==> config.mk <==
export PLATFORM = sky130hd
export DESIGN_NAME = single_mips_ins_mem_loader
export DESIGN_NICKNAME = d
export VERILOG_FILES = /design/src/rtl/single_mips_pkg.sv /design/src/rtl/loader_word_assembler.sv /design/src/rtl/single_mips_ins_mem_loader.sv
export SDC_FILE = /design/constraint.sdc
export NUM_CORES = 1
export LEC_CHECK = 0
export CAP_MARGIN = 15
export CORE_MARGIN = 2
export CORE_UTILIZATION = 40
export DETAILED_ROUTE_END_ITERATION = 8
export HOLD_SLACK_MARGIN = 0.08
export SLEW_MARGIN = 30
export SYNTH_ARGS = -nofsm -noshare
export SYNTH_HDL_FRONTEND = slang
export SYNTH_SLANG_ARGS = --single-unit
==> constraint.sdc <==
create_clock -name CLK -period 2.87 [get_ports CLK]
set_input_delay 0.7175 -clock CLK [delete_from_list [all_inputs] [get_ports CLK]]
set_output_delay 0.7175 -clock CLK [all_outputs]
set_load 0.03 [all_outputs]
==> src/rtl/single_mips_pkg.sv <==
// Shared definitions for the instruction-memory boot loader: FSM states and boot-stream field sizes.
package single_mips_pkg;

  typedef enum logic [2:0] {
    HDR     = 3'd0,
    PAYLOAD = 3'd1,
    CSUM    = 3'd2,
    DONE    = 3'd3,
    ERR     = 3'd4
  } state_t;

  localparam int HDR_BYTES  = 2;
  localparam int WORD_BYTES = 4;
  localparam int CSUM_BYTES = 1;

endpackage

==> src/rtl/loader_word_assembler.sv <==
// Packs MSB-first bytes into 32-bit words; word_valid is combinational in the cycle the last byte is enabled.
// No backpressure of its own: a byte is taken whenever byte_en is high, and state holds otherwise.
module loader_word_assembler
  import single_mips_pkg::*;
(
  input  logic        clk,
  input  logic        rst_n,
  input  logic [7:0]  byte_in,
  input  logic        byte_en,
  output logic        word_valid,
  output logic [31:0] word_data
);

  logic [23:0] shift;
  logic [1:0]  cnt;

  assign word_valid = byte_en && (cnt == 2'(WORD_BYTES - 1));
  assign word_data  = {shift, byte_in};

  always_ff @(posedge clk or negedge rst_n) begin
    if (!rst_n) begin
      shift <= '0;
      cnt   <= '0;
    end else if (byte_en) begin
      shift <= {shift[15:0], byte_in};
      cnt   <= cnt + 2'd1;
    end
  end

endmodule

==> src/rtl/single_mips_ins_mem_loader.sv <==
// Boot loader: parses count/words/checksum byte stream, writes instruction memory one cycle after each word's last byte.
// byte_ready is high in HDR/PAYLOAD/CSUM (no stall on writes) and low once the load is DONE or ERR.
module single_mips_ins_mem_loader
  import single_mips_pkg::*;
#(
  parameter int ADDR_WIDTH      = 32,
  parameter int DATA_WIDTH      = 32,
  parameter int MEM_DEPTH_WORDS = 256
) (
  input  logic                  CLK,
  input  logic                  RST_N,
  input  logic [7:0]            byte_in,
  input  logic                  byte_valid,
  output logic                  byte_ready,
  output logic                  ins_mem_WE,
  output logic [ADDR_WIDTH-1:0] ins_mem_WA,
  output logic [DATA_WIDTH-1:0] ins_mem_WD,
  output logic                  CPU_RST_N,
  output logic                  load_done,
  output logic                  load_err
);

  localparam int IDX_W = $clog2(MEM_DEPTH_WORDS) + 1;

  state_t            state, state_nxt;
  logic              hdr_cnt;
  logic [7:0]        hdr_hi;
  logic [15:0]       hdr_n;
  logic [IDX_W-1:0]  n_words;
  logic [IDX_W-1:0]  word_index;
  logic [7:0]        csum;
  logic              accept;
  logic              word_valid;
  logic [31:0]       word_data;

  assign accept = byte_valid && byte_ready;
  assign hdr_n  = {hdr_hi, byte_in};

  loader_word_assembler u_asm (
    .clk        (CLK),
    .rst_n      (RST_N),
    .byte_in    (byte_in),
    .byte_en    (accept && (state == PAYLOAD)),
    .word_valid (word_valid),
    .word_data  (word_data)
  );

  always_ff @(posedge CLK or negedge RST_N) begin
    if (!RST_N) state <= HDR;
    else        state <= state_nxt;
  end

  always_comb begin
    state_nxt = state;
    case (state)
      HDR: begin
        if (accept && (hdr_cnt == 1'(HDR_BYTES - 1))) begin
          if (hdr_n == 16'd0)
            state_nxt = CSUM;
          else if ({16'd0, hdr_n} > 32'(MEM_DEPTH_WORDS))
            state_nxt = ERR;
          else
            state_nxt = PAYLOAD;
        end
      end
      PAYLOAD: begin
        // n_words >= 1 here, so the subtraction cannot underflow
        if (word_valid && (word_index == n_words - 1'b1))
          state_nxt = CSUM;
      end
      CSUM: begin
        if (accept)
          state_nxt = (byte_in == csum) ? DONE : ERR;
      end
      default: state_nxt = state;
    endcase
  end

  always_ff @(posedge CLK or negedge RST_N) begin
    if (!RST_N) begin
      hdr_cnt    <= 1'b0;
      hdr_hi     <= '0;
      n_words    <= '0;
      word_index <= '0;
      csum       <= '0;
      byte_ready <= 1'b1;
      ins_mem_WE <= 1'b0;
      ins_mem_WA <= '0;
      ins_mem_WD <= '0;
      CPU_RST_N  <= 1'b0;
      load_done  <= 1'b0;
      load_err   <= 1'b0;
    end else begin
      ins_mem_WE <= 1'b0;
      byte_ready <= (state_nxt == HDR) || (state_nxt == PAYLOAD) || (state_nxt == CSUM);
      load_done  <= (state_nxt == DONE);
      load_err   <= (state_nxt == ERR);
      CPU_RST_N  <= (state_nxt == DONE);

      if (accept && ((state == HDR) || (state == PAYLOAD)))
        csum <= csum ^ byte_in;

      if (accept && (state == HDR)) begin
        hdr_cnt <= 1'b1;
        if (hdr_cnt == 1'b0) hdr_hi  <= byte_in;
        else                 n_words <= IDX_W'(hdr_n);
      end

      if (word_valid) begin
        ins_mem_WE <= 1'b1;
        ins_mem_WA <= ADDR_WIDTH'({word_index, 2'b00});
        ins_mem_WD <= DATA_WIDTH'(word_data);
        word_index <= word_index + 1'b1;
      end
    end
  end

endmodule
==> impl_metrics.toml <==
[timing]
worst_slew_pin_slew_ns = 0.5463
rsz0062_at_grt = "no"
finClkSkew_ns = 0.008146
maxSlewHeadroom_pct = 63.58
period_share_pct = 80.88
final_hold_viol_count = 0
fmax_ghz = 0.4308
layout_min_cycle_time_ns = 2.321
final_max_slew_viol_count = 0
setup_viol = 0
finalSetupTns_ns = 0

[flow_run]
cap_violations = 0

[cells_and_area]
final_cell_mix = "dfrtp_1 (108), mux2_1 (62), clkdlybuf4s50_1 (55)"
drive_gt1_share_pct = 15.06
final_cells = 568
fin_nets = 434
antennaDiodeCount = 0
fill_cells = 1037
syn_to_final_growth_pct = 20.76
mostFrequentLayoutCell = "dfrtp_1"

[power]
power_density_mw_per_mm2 = 687.3
leakagePower_nw = 2.788
worst_ir_drop_vdd_v = 0.0003750

[detailed_routing]
ant_nets = 0
routed_via_density = 4.952
drc = 0
wl_met2_um = 3921
top_layer = "met4"
wl_met3_um = 338
wl_um = 8620
wire_per_inst_um = 15.18
drt_iter0_markers = 77
vias = 2813
drt-met1-wl_um = 4222
drt-pass1-iter-count = 4

[logic_synthesis]
yosysUniqueCellTypes = 47
synthFlopType = "dfrtp_1"
synthXorXnorAreaFrac_pct = 6.762
yosys.area_share.simple_pct = 7.520
ys_warn_count = 0
async_reset_ff_share_pct = 100.0
synth.avg_cell_area_um2 = 13.50
yosys_register_bits = 109
netlist_instances = 355
synth-seq-area-share_pct = 56.95
muxShareOfSynthArea_pct = 19.74
synth_edf_count = 0
synth_top_family_by_area = "multiplexers"
synthesis.area_mm2 = 0.004792
synth_compound_area_share_pct = 2.846
synth_fa_ha_area_share_pct = 0.7833

[floorplanning]
fp.dieArea_mm2 = 0.01287
coreArea_mm2 = 0.01156
placementRows = 39
pin_count = 80
start_util_pct = 41.44
die_x_um = 113.5
die_h_um = 113.5

[cts]
htree_levels = 3
cts_setup_buffers = 0
cts_resized = 0
worstSkewPairLatency_ns = 0.34
holdBufCountCts = 0
cts_tree = "yes"
cts_buffer_depth = 2
path_clk_slew_ns = 0.07
cts_made_buffers = 9
root_buffer = "clkbuf_16"
cts_sinks = 109

[critical_path]
cp.arrival_ns = 2.56
worstSetupStartpointType = "flop"
cp_max_fo = 8
r2r_setup_slack_ns = 0.55
end_kind = "flop"
path_class = "reg2reg"
required_ns = 3.11

[global_route]
grt_pass1_wl_um = 14790
grt-ovfl-total = 0
grtUsageTotal_pct = 14.67
antenna_found_initial = 0
grt_max_degree = 69
grt_pass1_vias = 2916

[placement]
placed_cells = 552
hpwl_um = 5989
portBuffers = 56
globalplace.congestion = 0.8667

[run_status]
outcome = "finished clean"

[worst_hold_path]
hp-class = "in2async"
[critical path: stages (launching register included)]
cell and delay [ns]:
dfrtp_1 0.49, inv_1 0.09, ha_1 0.28, nand4b_1 0.19, a2111oi_1 0.50, o2111ai_2 0.19, a31o_2 0.31, and3b_1 0.17
[flip-flops by register name, summed over array words and instances, names as in the netlist]
register     flops
byte_ready       1
csum             8
hdr_cnt          1
hdr_hi           8
ins_mem_WA       9
ins_mem_WD      32
ins_mem_WE       1
load_done        1
load_err         1
n_words          9
state            3
u_asm.cnt        2
u_asm.shift     24
word_index       9
[layout make-up]
class	instances	area, um^2	share of cell area (%)
inverter	4	15.01	0.2595
tap	143	178.9	3.092
clock inverter	7	58.81	1.016
clock buffer	9	225.2	3.892
timing repair buffer	70	688.2	11.89
multi-input combinational	226	1892	32.69
sequential	109	2729	47.16
[per-stage QoR]
stage                     utilization, %  hold WS [ns]  total power [mW]  worst slack, ns  instance area [um^2]
after CTS                          50.04        0.3640             4.031           0.5454                  5787
after global routing               50.04        0.3839             4.198           0.3589                  5787
after global placement             47.58        0.4593             2.825           0.1759                  5503
after detailed placement           47.58        0.4747             2.844           0.1901                  5503
final                              50.04        0.3501             3.977           0.5487                  5787
after floorplan                        -        0.4219             2.624           0.7416                  4875
[cell usage after synthesis, types with 2 or more instances]
cell type | count | share of area (%)
or3_1 | 2 | 0.26
inv_1 | 3 | 0.23
mux2_2 | 22 | 5.2
dfrtp_1 | 108 | 56
ha_1 | 3 | 0.78
nor3_1 | 3 | 0.31
xnor2_1 | 30 | 5.5
buf_4 | 24 | 3.8
nor2_1 | 8 | 0.63
clkbuf_1 | 4 | 0.31
nand4_1 | 6 | 0.78
xor2_1 | 7 | 1.3
buf_1 | 4 | 0.31
nand4b_1 | 2 | 0.37
nor2b_1 | 2 | 0.26
a21oi_1 | 3 | 0.31
buf_2 | 5 | 0.52
nor4_1 | 5 | 0.65
mux2_1 | 62 | 15
nand2_1 | 19 | 1.5
or4_1 | 2 | 0.31
nand3_1 | 3 | 0.31
and3_1 | 4 | 0.52
[where the power goes]
part	switching (mW)	internal [mW]	leakage, nW
registers	0.202	1.76	1.48
clock network	0.566	0.601	0.138
logic	0.414	0.438	1.17
[worst paths after layout]
| path | cells after the start | endpoint | startpoint |
|---|---|---|---|
| worst max-delay path | 7 | load_done$_DFF_PN0_ | n_words[0]$_DFFE_PN0P_ |
| worst min-delay path | 1 | ins_mem_WD[6]$_DFFE_PN0P_ | RST_N |
| worst max register to register | 7 | load_done$_DFF_PN0_ | n_words[0]$_DFFE_PN0P_ |
| worst min register to register | 1 | ins_mem_WA[6]$_DFFE_PN0P_ | ins_mem_WA[6]$_DFFE_PN0P_ |
| max in group asynchronous | 2 | byte_ready$_DFF_PN1_ | RST_N |
| min in group CLK | 1 | ins_mem_WA[6]$_DFFE_PN0P_ | ins_mem_WA[6]$_DFFE_PN0P_ |
[metal layers]
| layer | GRT usage, % | up-vias |
|---|---|---|
| met1 | 20.10 | 1414 |
| met3 | 4.091 | 9 |
| met5 | 0 | - |
| li1 | - | 1328 |
| met4 | 4.146 | 0 |
| met2 | 23.11 | 62 |
[logic make-up (layout without fill, tap and decap cells)]
logic type / after synthesis / count (layout)
adders and majority gates: 3 / 3
and+or+nand+nor: 64 / 64
xor gates and xnor gates: 37 / 37
AOI/OAI and AO/OA: 15 / 15
muxes: 84 / 84
DFF: 109 / 109
buffers and inverters: 42 / 90
other: 1 / 23
No activity file was read; power rests on OpenSTA's default activity.
